==> src/rtl/cpu_bus_pkg.sv <==
// Shared bus-source definitions for the datapath bus multiplexer and its select arbiter.
package cpu_bus_pkg;

  localparam int unsigned NUM_BUS_SRC    = 24;
  localparam int unsigned BUS_SEL_W      = 5;
  localparam int unsigned CONFLICT_CNT_W = 8;

  typedef logic [BUS_SEL_W-1:0] sel_t;

  localparam sel_t SRC_R0     = sel_t'(0);
  localparam sel_t SRC_R1     = sel_t'(1);
  localparam sel_t SRC_R2     = sel_t'(2);
  localparam sel_t SRC_R3     = sel_t'(3);
  localparam sel_t SRC_R4     = sel_t'(4);
  localparam sel_t SRC_R5     = sel_t'(5);
  localparam sel_t SRC_R6     = sel_t'(6);
  localparam sel_t SRC_R7     = sel_t'(7);
  localparam sel_t SRC_R8     = sel_t'(8);
  localparam sel_t SRC_R9     = sel_t'(9);
  localparam sel_t SRC_R10    = sel_t'(10);
  localparam sel_t SRC_R11    = sel_t'(11);
  localparam sel_t SRC_R12    = sel_t'(12);
  localparam sel_t SRC_R13    = sel_t'(13);
  localparam sel_t SRC_R14    = sel_t'(14);
  localparam sel_t SRC_R15    = sel_t'(15);
  localparam sel_t SRC_HI     = sel_t'(16);
  localparam sel_t SRC_LO     = sel_t'(17);
  localparam sel_t SRC_ZHIGH  = sel_t'(18);
  localparam sel_t SRC_ZLOW   = sel_t'(19);
  localparam sel_t SRC_PC     = sel_t'(20);
  localparam sel_t SRC_MDR    = sel_t'(21);
  localparam sel_t SRC_INPORT = sel_t'(22);
  localparam sel_t SRC_C      = sel_t'(23);

endpackage

==> src/rtl/bus_select_arbiter_if.sv <==
// Control-unit <-> bus-select arbiter signal bundle.
interface bus_select_arbiter_if
  import cpu_bus_pkg::*;
#(
  parameter int unsigned NUM_SRC = NUM_BUS_SRC,
  parameter int unsigned SEL_W   = BUS_SEL_W,
  parameter int unsigned CNT_W   = CONFLICT_CNT_W
) ();

  logic [NUM_SRC-1:0] src_req;
  logic               hold;
  logic               conflict_clr;
  logic [SEL_W-1:0]   sel;
  logic               sel_valid;
  logic               conflict;
  logic [CNT_W-1:0]   conflict_cnt;

  // Control unit side.
  modport master (
    output src_req, hold, conflict_clr,
    input  sel, sel_valid, conflict, conflict_cnt
  );

  // Arbiter side.
  modport slave (
    input  src_req, hold, conflict_clr,
    output sel, sel_valid, conflict, conflict_cnt
  );

endinterface

==> src/rtl/bus_select_arbiter_ffs.sv <==
// Circular find-first-set: first set bit of vec_i at or after start_i, wrapping past N-1 to 0.
module find_first_set #(
  parameter  int unsigned N  = 24,
  localparam int unsigned IW = (N > 1) ? $clog2(N) : 1
) (
  input  logic [N-1:0]  vec_i,
  input  logic [IW-1:0] start_i,
  output logic          found_c,
  output logic [IW-1:0] idx_c
);

  logic [IW:0] pos;

  // Scan offsets high to low so the smallest offset from start_i wins.
  always_comb begin
    found_c = 1'b0;
    idx_c   = '0;
    pos     = '0;
    for (int k = int'(N) - 1; k >= 0; k--) begin
      pos = {1'b0, start_i} + (IW+1)'(k);
      if (pos >= (IW+1)'(N)) begin
        pos = pos - (IW+1)'(N);
      end
      if (vec_i[IW'(pos)]) begin
        found_c = 1'b1;
        idx_c   = IW'(pos);
      end
    end
  end

endmodule

==> src/rtl/bus_select_arbiter.sv <==
// Registered bus-mux select generator: fixed-priority or round-robin grant among drive strobes,
// with hold/freeze and saturating multi-driver conflict counting.
module bus_select_arbiter
  import cpu_bus_pkg::*;
#(
  parameter int unsigned NUM_SRC = NUM_BUS_SRC,
  parameter int unsigned SEL_W   = BUS_SEL_W,
  parameter int unsigned RR_MODE = 0,
  parameter int unsigned CNT_W   = CONFLICT_CNT_W
) (
  input  logic                 clk,
  input  logic                 reset_n,
  bus_select_arbiter_if.slave  bus
);

  logic [SEL_W-1:0] sel_q, sel_d;
  logic             valid_q, valid_d;
  logic             conflict_q, conflict_d;
  logic [CNT_W-1:0] cnt_q, cnt_d;
  logic [SEL_W-1:0] rr_ptr_q, rr_ptr_d;

  logic [SEL_W-1:0] ffs_start;
  logic             ffs_found;
  logic [SEL_W-1:0] ffs_idx;
  logic             multi_req;

  assign ffs_start = (RR_MODE != 0) ? rr_ptr_q : '0;

  find_first_set #(.N(NUM_SRC)) u_ffs (
    .vec_i   (bus.src_req),
    .start_i (ffs_start),
    .found_c (ffs_found),
    .idx_c   (ffs_idx)
  );

  // Clearing the lowest set bit leaves something only if two or more bits were set.
  assign multi_req = |(bus.src_req & (bus.src_req - NUM_SRC'(1)));

  always_comb begin
    sel_d      = sel_q;
    valid_d    = valid_q;
    rr_ptr_d   = rr_ptr_q;
    conflict_d = multi_req;
    cnt_d      = cnt_q;

    if (!bus.hold) begin
      if (ffs_found) begin
        sel_d   = ffs_idx;
        valid_d = 1'b1;
        if (RR_MODE != 0) begin
          rr_ptr_d = (ffs_idx == SEL_W'(NUM_SRC - 1)) ? '0 : ffs_idx + SEL_W'(1);
        end
      end else begin
        valid_d = 1'b0;
      end
    end

    // Clear has priority over a same-cycle conflict.
    if (bus.conflict_clr) begin
      cnt_d = '0;
    end else if (multi_req && (cnt_q != '1)) begin
      cnt_d = cnt_q + CNT_W'(1);
    end
  end

  always_ff @(posedge clk or negedge reset_n) begin
    if (!reset_n) begin
      sel_q      <= '0;
      valid_q    <= 1'b0;
      conflict_q <= 1'b0;
      cnt_q      <= '0;
      rr_ptr_q   <= '0;
    end else begin
      sel_q      <= sel_d;
      valid_q    <= valid_d;
      conflict_q <= conflict_d;
      cnt_q      <= cnt_d;
      rr_ptr_q   <= rr_ptr_d;
    end
  end

  assign bus.sel          = sel_q;
  assign bus.sel_valid    = valid_q;
  assign bus.conflict     = conflict_q;
  assign bus.conflict_cnt = cnt_q;

endmodule

==> src/flat_wrapper.sv <==
// flat-port wrapper written by rule: the top's interface ports become plain ports
module bus_select_arbiter_flat import cpu_bus_pkg::*;
#(
  parameter int unsigned NUM_SRC = NUM_BUS_SRC,
  parameter int unsigned SEL_W   = BUS_SEL_W,
  parameter int unsigned RR_MODE = 0,
  parameter int unsigned CNT_W   = CONFLICT_CNT_W
)
  (clk, reset_n, bus_src_req, bus_hold, bus_conflict_clr, bus_sel, bus_sel_valid, bus_conflict, bus_conflict_cnt);
  bus_select_arbiter_if #(.NUM_SRC(NUM_SRC), .SEL_W(SEL_W), .CNT_W(CNT_W)) bus_i ();
  input  logic clk;
  input  logic reset_n;
  input wire logic [$bits(bus_i.src_req)-1:0] bus_src_req;
  input wire logic [$bits(bus_i.hold)-1:0] bus_hold;
  input wire logic [$bits(bus_i.conflict_clr)-1:0] bus_conflict_clr;
  output wire logic [$bits(bus_i.sel)-1:0] bus_sel;
  output wire logic [$bits(bus_i.sel_valid)-1:0] bus_sel_valid;
  output wire logic [$bits(bus_i.conflict)-1:0] bus_conflict;
  output wire logic [$bits(bus_i.conflict_cnt)-1:0] bus_conflict_cnt;
  assign bus_i.src_req = bus_src_req;
  assign bus_i.hold = bus_hold;
  assign bus_i.conflict_clr = bus_conflict_clr;
  assign bus_sel = bus_i.sel;
  assign bus_sel_valid = bus_i.sel_valid;
  assign bus_conflict = bus_i.conflict;
  assign bus_conflict_cnt = bus_i.conflict_cnt;
  bus_select_arbiter #(.NUM_SRC(NUM_SRC), .SEL_W(SEL_W), .RR_MODE(RR_MODE), .CNT_W(CNT_W)) u_core (.clk(clk), .reset_n(reset_n), .bus(bus_i));
endmodule
==> config.mk <==
export PLATFORM = sky130hd
export DESIGN_NAME = bus_select_arbiter_flat
export DESIGN_NICKNAME = d
export VERILOG_FILES = /design/src/rtl/cpu_bus_pkg.sv /design/src/rtl/bus_select_arbiter_if.sv /design/src/rtl/bus_select_arbiter_ffs.sv /design/src/rtl/bus_select_arbiter.sv /design/src/flat_wrapper.sv
export SDC_FILE = /design/constraint.sdc
export NUM_CORES = 1
export LEC_CHECK = 0
export CAP_MARGIN = 30
export CORE_MARGIN = 2
export CORE_UTILIZATION = 45
export CTS_CLUSTER_DIAMETER = 200
export DETAILED_ROUTE_END_ITERATION = 12
export HOLD_SLACK_MARGIN = 0.08
export PLACE_DENSITY = 0.81
export RECOVER_POWER = 100
export SYNTH_ARGS = -nofsm -noshare
export SYNTH_HDL_FRONTEND = slang
export SYNTH_SLANG_ARGS = --single-unit
==> constraint.sdc <==
create_clock -name clk -period 1.9 [get_ports clk]
set_input_delay 0.19 -clock clk [delete_from_list [all_inputs] [get_ports clk]]
set_output_delay 0.19 -clock clk [all_outputs]
set_load 0.02 [all_outputs]
; ---- Yosys cells after proc, flatten, opt, wreduce, memory -nomap -nowiden
; Cells that the tools add are included.
[totals]
input_bits = 28
regBits = 15
elab_cells = 64
[classes]
n_eq_ne = 1
bitwise = 2
n_mux = 51
n_reduce_logical = 4
addsub = 2
[op_table]
columns = cell, count
row1 = $mux W5, 24
row2 = $mux W1, 25
row3 = $and A24 B24 Y24, 1
row4 = $reduce_or A24 Y1, 1
row5 = $sub A24 B1 Y24 const B, 1
row6 = $mux W8, 2
row7 = $add A8 B1 Y8 const B, 1
row8 = $ne A8 B8 Y1 const B, 1
row9 = $reduce_and A2 Y1, 1
row10 = $reduce_bool A2 Y1, 1
row11 = $logic_and A1 B1 Y1, 1
row12 = $not A1 Y1, 1

; ---- Longest topological paths before layout
; Gate-level depths: netlist (run 1).
[depth]
depth_word = 25
depth_mapped = 9
depth_no_buf = 7

; ---- Modules after synthesis
; A second synthesis (run 1) with hierarchy kept.
[hier_totals]
hier_cells = 940
area_unflattened_um2 = 7307.0
[by_module_without_submodules]
columns = mod, area_each_um2, cells_per_inst, n_inst
row1 = find_first_set, 6281.0, 824, 1
row2 = bus_select_arbiter, 1026.0, 116, 1

; ---- Least setup slack after synthesis (run 1)
; No wires, ideal clock.
[synth_timing]
path_kind = input to register
start = input bus_src_req[8]
end = register u_core.cnt_q[5] (netlist: u_core.bus.conflict_cnt[5])
n_path_buf = 2
t_required_ns = 1.775
stages = 9
slack_ns = -0.298
arrival_time_ns = 2.073
path_cell_list = buf_2 -> nor4_4 -> nand3_2 -> nor4_1 -> o2111ai_1 -> nor4_2 -> buf_4 -> nor3_1 -> mux2_4
[synth_via]
elab_chain_len = 5
[synth_rtl]
columns = item, line_no
row1 = "start, declared", flat_wrapper.sv:13  ; input wire logic [$bits(bus_i.src_req)-1:0] bus_src_req;
row2 = $sub A24 B1 Y24, bus_select_arbiter.sv:37  ; assign multi_req = |(bus.src_req & (bus.src_req - NUM_SRC'(1)));
row3 = $and A24 B24 Y24 *, bus_select_arbiter.sv:37
row4 = $reduce_or A24 Y1 *, bus_select_arbiter.sv:37
row5 = $logic_and A1 B1 Y1 *, bus_select_arbiter.sv:61  ; end else if (multi_req && (cnt_q != '1)) begin
row6 = $reduce_bool A2 Y1 (no source line) *, n/a
row7 = "end signal, assigned", bus_select_arbiter.sv:77  ; cnt_q <= cnt_d;
row8 = "end, declared", bus_select_arbiter.sv:19  ; logic [CNT_W-1:0] cnt_q, cnt_d;
; Every way passes the cells marked *; elsewhere a longest branch is shown, timed or not.
; A chain may end at the register's enable or synchronous reset.

; ---- Final worst setup path (run 1)
[layout_timing]
start = input bus_src_req[4]
end = register u_core.cnt_q[0] (netlist: u_core.bus.conflict_cnt[0])
; Same word-level chain as after synthesis.

==> impl_summary.txt, run 1 <==
----------------------------------------------------
[Run status]
  Status ... finished, violations left
  Violations in the final reports ... setup timing

[Clock tree]
  Clock-pin slew of the registers on the worst-case setup and hold paths ... approximately 0.090 ns
  Number of buffers inserted by hold repair at cts ... 0
  Library cell used as clock root buffer ... sky130_fd_sc_hd__clkbuf_4
  Clock tree from TritonCTS ... yes
  Depth of the CTS H-tree ... 1
  Cts bufs inserted ... 3
  Clock tree sinks ... 15
  Clock latency on the worst-skew pair ... between 0.2 and 0.3 ns
  Clk buf depth ... 2

[Route]
  Vias after detailed routing ... roughly 1700
  DRC marker count from the first detailed-route iteration ... 95
  WL per Instance ... roughly 20 µm
  Via density ... between 6 and 7
  Wire length after detailed routing ... about 5.4 mm
  Post-detailed-route DRC marker count ... 0
  Length of the first detailed-routing pass in iterations ... 4
  Remaining antenna violation count after routing ... 0

[Worst setup path]
  Data arrival, critical path ... 2.20 ns
  Crit path launch type ... primary input
  Reg2Reg Setup Slack ... ~0.020 ns
  Worst Reg-to-Reg Cells ... 6
  Cell type group with the largest total delay on the critical path ... buffers and inverters
  Element type at the critical path end ... flip-flop
  CP max FO ... 8
  Cells along the critical path ... buf_6 -> nor4_4 -> buf_4 -> nand2_1 -> buf_6 -> o221ai_1 -> o211ai_1 -> nor4_2 -> buf_4 -> nor2b_4 -> mux2_4
  Total stage count of the critical path ... 11
  Worst setup path endpoint ... u_core.bus.conflict_cnt[0]$_DFFE_PN0P_
  Delay of the slowest cell on the worst path ... ~0.30 ns
  Endpoint of the worst-slack reg-to-reg timing path ... u_core.bus.conflict_cnt[5]$_DFFE_PN0P_
  Startpoint of the worst-slack reg-to-reg timing path ... u_core.bus.conflict_cnt[4]$_DFFE_PN0P_
  Critical path start-end classification ... primary input to flip-flop
  CP max-delay cell ... sky130_fd_sc_hd__mux2_4
  Count of buffer and inverter cells on the critical path ... 4
  Data required time at the worst endpoint ... roughly 2.1 ns
  Timing startpoint of the critical path ... bus_src_req[4]

[Layout]
  Share of cells above drive strength 1 ... 40.8%
  Layout Area Growth over Synthesis ... 83.8%
  Final nets ... 275
  Fillers ... 117
  Post-route core utilization ... between 80% and 90%
  Ant. Diodes ... 0
  Combined area of the multi-input logic cells ... slightly below 1000 µm²
  Area of all sequential standard cells ... around 380 µm²

[Worst hold path]
  Hold Path Class ... primary input to flip-flop

[Global routing]
  Antenna violations before repair ... 0
  All-layer global routing usage ... between 20% and 30%
  GRT overflow ... 0
  Global-route wire length before repair ... 7.05 mm
  Maximum number of pins on one net before global-route repair ... 16
  Via count of the first global-routing pass ... approximately 1500

[Logic synthesis]
  Post-synthesis net count ... between 150 and 200
  Per-instance average area after synthesis ... approximately 8 µm²
  Flop and latch count out of synthesis ... 15
  Count of yosys warnings during synthesis ... 0
  Mapped cell area ... roughly 1200 µm²
  Number of unique standard cell types used by synthesis ... 42
  FFs w/ async S/R, synth ... 100%
  Part of the Yosys area used for sequential elements ... between 30% and 40%
  Number of enable flip-flop cells after synthesis ... 0
  Predominant post-synthesis flop cell ... sky130_fd_sc_hd__dfrtp_1
  Post-Syn Instances ... 153

[Placed design]
  IO buf count ... 42
  Detailed placement HPWL ... approximately 3.1 mm
  Final GP Congestion ... 0.976

[Timing]
  Minimum clock period ... slightly above 2 ns
  Aggregate negative setup slack ... -0.701 ns
  Final Hold Slack ... roughly 0.27 ns
  Final Hold Violating Endpoints ... 0
  Slew Viols, Final ... 0
  Slew at the pin with the worst max-slew slack ... about 0.7 ns
  Maximum clock frequency ... just under 500 MHz
  Worst setup margin ... -0.127 ns
  Final cycle utilization of the critical path ... 107%
  Unrepaired setup endpoints after global routing ... yes
  Worst max-slew margin expressed relative to the limit ... between 50% and 60%
  Final Skew ... slightly below 0.008 ns
  Total setup violations reported at the end of the flow ... 9

[Floorplan]
  Chip height ... approximately 56 µm
  Starting Density ... between 40% and 50%
  Die width ... approximately 56 µm
  Floorplan die area ... approximately 3200 µm²
  Boundary pin count ... 43
  Area of the placeable core ... 2520 µm²
  Standard-cell rows ... 18

[Power]
  Power density relative to cell area ... between 300 and 400 nW/µm²
  Worst vdd rail ir drop ... about 0.57 mV
  Leakage power summed over all cells ... just under 1 nW

[Flow run]
  Maximum capacitance violations ... 0

----------------------------------------------------
worst min-delay path by stage:
stage                                     to                           from  depth (start not counted)  slack (ns)
2_1_floorplan  u_core.bus.conflict$_DFF_PN0_                        reset_n                          0       -0.11
3_3_place_gp   u_core.bus.sel[1]$_DFFE_PN0P_  u_core.bus.sel[1]$_DFFE_PN0P_                          2        0.46
3_5_place_dp   u_core.bus.sel[1]$_DFFE_PN0P_  u_core.bus.sel[1]$_DFFE_PN0P_                          2        0.47
4_1_cts        u_core.bus.sel[1]$_DFFE_PN0P_                 bus_src_req[1]                          3        0.25
5_1_grt        u_core.bus.sel[1]$_DFFE_PN0P_                 bus_src_req[1]                          3        0.28
6_report       u_core.bus.sel[1]$_DFFE_PN0P_                 bus_src_req[1]                          3        0.27
logic make-up after synthesis:
| logic type | count (synthesis) | share of synthesized area, % |
|---|---|---|
| simple gates | 72 | 33.4 |
| compound gates | 46 | 25.1 |
| flops | 15 | 30.6 |
| buf+inv | 13 | 4.39 |
| mux | 5 | 4.69 |
| fa+ha+maj | 2 | 1.84 |
stage by stage:
stage	total power (W)	instance area [µm²]	std cells	setup WS (ns)
4_1_cts	0.000815	2120	273	-0.0400
2_1_floorplan	0.000438	1240	153	-0.164
6_report	0.000842	2250	275	-0.127
3_5_place_dp	0.000629	1990	263	-0.731
5_1_grt	0.000888	2250	275	-0.143
3_3_place_gp	0.000622	1990	263	-0.668
cell usage in the layout (no fill, tap or decap), types with 5 or more instances in the layout:
cell type / instances
sky130_fd_sc_hd__buf_6: 14
sky130_fd_sc_hd__inv_1: 9
sky130_fd_sc_hd__nand2b_1: 5
sky130_fd_sc_hd__nor2_1: 18
sky130_fd_sc_hd__nand2_1: 10
sky130_fd_sc_hd__a21oi_2: 5
sky130_fd_sc_hd__a21oi_1: 7
sky130_fd_sc_hd__dfrtp_1: 15
sky130_fd_sc_hd__buf_4: 38
sky130_fd_sc_hd__nor4_4: 5
sky130_fd_sc_hd__dlygate4sd2_1: 9
sky130_fd_sc_hd__dlygate4sd3_1: 16
per-layer routing:
layer	wire, µm	up-vias	GRT usage [%]
met5	0	-	0
met4	224	0	6.80
met3	389	30	6.05
met2	2830	108	48.1
met1	1920	843	35.4
li1	-	768	-
sequential cells by signal, summed over array words and instances (netlist names):
register,count
u_core.bus.conflict_cnt,8
u_core.bus.conflict,1
u_core.bus.sel,5
u_core.bus.sel_valid,1
what timing repair did:
item | CTS | global route
setup buffers | 6 | 2
endpoints found under the hold margin | 0 | 0
pin swaps | 27 | 14
endpoints found under the setup margin | 11 | 10
resized for setup | 88 | 36
power by group:
part / switching (W) / internal [W] / leakage (nW)
Clock: 0.000106 / 0.0000784 / 0.0177
Combinational: 0.000165 / 0.000152 / 0.775
Sequential: 0.0000105 / 0.000331 / 0.193
Yosys cell counts (3+ instances only):
cell | instances | area [µm²]
sky130_fd_sc_hd__nor2b_1 | 4 | 25.0
sky130_fd_sc_hd__inv_1 | 9 | 33.8
sky130_fd_sc_hd__o41ai_1 | 3 | 26.3
sky130_fd_sc_hd__nor3_1 | 6 | 30.0
sky130_fd_sc_hd__o21ai_0 | 9 | 45.0
sky130_fd_sc_hd__nor2_1 | 21 | 78.8
sky130_fd_sc_hd__nand2_1 | 11 | 41.3
sky130_fd_sc_hd__nand2b_1 | 5 | 31.3
sky130_fd_sc_hd__nor4_1 | 6 | 37.5
sky130_fd_sc_hd__dfrtp_1 | 15 | 375
sky130_fd_sc_hd__a21oi_1 | 12 | 60.1
sky130_fd_sc_hd__or3_1 | 6 | 37.5
sky130_fd_sc_hd__o31ai_1 | 4 | 30.0
sky130_fd_sc_hd__nand4_1 | 3 | 18.8
worst min-delay path, cell delays in order:
cell and delay [ns]:
sky130_fd_sc_hd__buf_2 0.14, sky130_fd_sc_hd__buf_4 0.13, sky130_fd_sc_hd__o41ai_1 0.07
layout make-up:
type	count	area share, %
multi-input cells	125	43.6
repair buffers	92	35.3
flip-flops and latches	15	16.7
well taps	30	1.67
inverters	9	1.50
clock buffers	3	0.999
clock inverters	1	0.222
No activity file was read; power rests on OpenSTA's default activity.
==> run 2, diff against run 1 <==
--- a/config.mk
+++ b/config.mk
@@ -8,6 +8,7 @@
 export CAP_MARGIN = 30
 export CORE_MARGIN = 2
 export CORE_UTILIZATION = 45
+export CTS_BUF_LIST = sky130_fd_sc_hd__clkbuf_16
 export CTS_CLUSTER_DIAMETER = 200
 export DETAILED_ROUTE_END_ITERATION = 12
 export HOLD_SLACK_MARGIN = 0.08
==> constraint.sdc (replaced) <==
create_clock -name clk -period 2.05 [get_ports clk]
set_input_delay 0.205 -clock clk [delete_from_list [all_inputs] [get_ports clk]]
set_output_delay 0.205 -clock clk [all_outputs]
set_load 0.02 [all_outputs]
==> run 2 against run 1 <==
  * The run still ends with setup timing left
  * Critical path depth is 2 lower
  * Clock power rose by 110%
  * Critical path type unchanged
  * Register-to-register slack better by 0.29 ns
  * Final area rose by 1.1%
  * Highest routed layer unchanged
==> impl_summary.txt, run 2 (synthesis gave the netlist of run 1 again) <==
----------------------------------------------------
[Layout]
  Max FFs per register ... 8
  Most common library cell in the layout ignoring fill and taps ... sky130_fd_sc_hd__buf_4
  Final nets ... around 280
  Layout Cells excl Fill ... around 280
  Ant. Diodes ... 0
  Share of cells above drive strength 1 ... between 40% and 50%
  Fillers ... around 110
  Layout Area Growth over Synthesis ... 85.7%
  Most frequent cells in the layout ... 49 x sky130_fd_sc_hd__buf_4, 18 x sky130_fd_sc_hd__nor2_1, 15 x sky130_fd_sc_hd__dlygate4sd3_1, 15 x sky130_fd_sc_hd__dfrtp_1, 10 x sky130_fd_sc_hd__a21oi_1

[Floorplan]
  Boundary pin count ... 43
  Floorplan die area ... 3160 µm²
  Area of the placeable core ... roughly 2500 µm²
  Standard-cell rows ... 18
  Chip height ... approximately 56 µm
  Starting Density ... between 40% and 50%
  Die width ... ~56 µm

[Timing]
  Minimum clock period ... between 2 and 2.5 ns
  Worst max-slew margin expressed relative to the limit ... a little under three fifths
  Slew at the pin with the worst max-slew slack ... between 0.6 and 0.7 ns
  Slew Viols, Final ... 0
  Final Skew ... 0.00342 ns
  Aggregate negative setup slack ... -0.0347 ns
  Total setup violations reported at the end of the flow ... 3
  Final Hold Violating Endpoints ... 0
  Final cycle utilization of the critical path ... 101%
  Maximum clock frequency ... between 400 and 500 MHz
  Unrepaired setup endpoints after global routing ... yes
  Worst setup margin ... -0.0216 ns
  Final Hold Slack ... between 0.2 and 0.3 ns

[Clock tree]
  Cts bufs inserted ... 3
  Clk buf depth ... 2
  Clock latency on the worst-skew pair ... about 0.25 ns
  Clock tree from TritonCTS ... yes
  Depth of the CTS H-tree ... 1
  Clock-pin slew of the registers on the worst-case setup and hold paths ... ~0.050 ns
  Library cell used as clock root buffer ... sky130_fd_sc_hd__clkbuf_16
  Clock tree sinks ... 15

[Placed design]
  Cell count after placement ... between 200 and 300
  Detailed placement HPWL ... between 3 and 4 mm
  IO buf count ... 42
  Final GP Congestion ... around 1.0

[Route]
  Post-detailed-route DRC marker count ... 0
  Length of the first detailed-routing pass in iterations ... 4
  Vias after detailed routing ... between 1500 and 2000
  DRC marker count from the first detailed-route iteration ... 99
  WL per Instance ... between 15 and 20 µm
  Remaining antenna violation count after routing ... 0
  Wire length after detailed routing ... about 5.3 mm
  Via density ... 6.32

[Power]
  Worst vdd rail ir drop ... ~0.74 mV
  Power density relative to cell area ... 435 nW/µm²
  Leakage power summed over all cells ... between 1 and 1.5 nW

[Run status]
  Violations in the final reports ... setup timing
  Status ... finished, violations left

[Global routing]
  Maximum number of pins on one net before global-route repair ... 16
  Global-route wire length before repair ... ~7.5 mm
  GRT overflow ... 0
  Antenna violations before repair ... 0
  All-layer global routing usage ... 30.2%
  Via count of the first global-routing pass ... 1690

[Worst setup path]
  Crit path launch type ... primary input
  CP max FO ... 5
  Critical path start-end classification ... primary input to flip-flop
  Data arrival, critical path ... 2.20 ns
  Element type at the critical path end ... flip-flop
  Data required time at the worst endpoint ... about 2.2 ns
  Reg2Reg Setup Slack ... between 0.3 and 0.4 ns

[Worst hold path]
  Hold Path Class ... primary input to flip-flop

[Flow run]
  Maximum capacitance violations ... 0

----------------------------------------------------
-- run 2: final cells by class --
class	instances	area, µm²	area share, %
sequential	15	375	16.5
timing repair buffer	94	771	33.8
inverter	9	33.8	1.48
tap	30	37.5	1.65
clock buffer	3	75.1	3.30
clock inverter	1	5.00	0.220
multi-input combinational	125	980	43.0
-- run 2: metrics by stage --
step                setup WS [ns]  instance area, µm²  power [W]  util, %
CTS                       0.00151                2160   0.000967     85.6
global placement           -0.573                1970   0.000574     78.2
global route               -0.117                2280    0.00103     90.3
floorplan                 -0.0771                1230   0.000404        -
finish                    -0.0216                2280   0.000992     90.3
detailed placement         -0.613                1970   0.000583     78.2
-- run 2: worst paths after layout --
path,start,end,cells after the start
worst max-delay path,bus_src_req[19],u_core.bus.conflict_cnt[5]$_DFFE_PN0P_,9
worst min-delay path,bus_src_req[1],u_core.bus.sel[1]$_DFFE_PN0P_,3
worst max register to register,u_core.bus.conflict_cnt[3]$_DFFE_PN0P_,u_core.bus.conflict_cnt[5]$_DFFE_PN0P_,6
worst min register to register,u_core.bus.sel[1]$_DFFE_PN0P_,u_core.bus.sel[1]$_DFFE_PN0P_,2
max in group asynchronous,reset_n,u_core.bus.sel[3]$_DFFE_PN0P_,1
min in group asynchronous,reset_n,u_core.bus.conflict_cnt[4]$_DFFE_PN0P_,1
-- run 2: what timing repair did --
item                                    in CTS  in global routing
gates resized for setup                     66                 44
cloned                                       0                  1
endpoints found under the setup margin      10                 11
pin swaps                                   16                 22
setup buffers                                7                  3
hold buffers                                 0                  0
-- run 2: per-layer routing --
| metal | share of wire [%] | global-route usage [%] | wire length (µm) | up-vias |
|---|---|---|---|---|
| li1 | - | - | - | 776 |
| met1 | 38 | 35.1 | 2000 | 814 |
| met2 | 48 | 51.3 | 2560 | 125 |
| met3 | 8.5 | 3.95 | 447 | 35 |
| met4 | 5.2 | 20.1 | 274 | 0 |
| met5 | 0 | 0 | 0 | - |
-- run 2: critical path: stages --
cell and delay (ns):
sky130_fd_sc_hd__clkdlybuf4s15_1 0.27, sky130_fd_sc_hd__a2111oi_4 0.38, sky130_fd_sc_hd__a21oi_2 0.08, sky130_fd_sc_hd__nor4_4 0.31, sky130_fd_sc_hd__o2111ai_2 0.13, sky130_fd_sc_hd__nor4_2 0.24, sky130_fd_sc_hd__buf_4 0.22, sky130_fd_sc_hd__nor3_2 0.07
sky130_fd_sc_hd__mux2_4 0.29
-- run 2: where the power goes --
part	switching, W	total, W	internal (W)	leakage, nW
logic	0.000156	0.000296	0.000141	0.772
clock network	0.000117	0.000378	0.000260	0.0409
registers	0.00000967	0.000318	0.000308	0.193
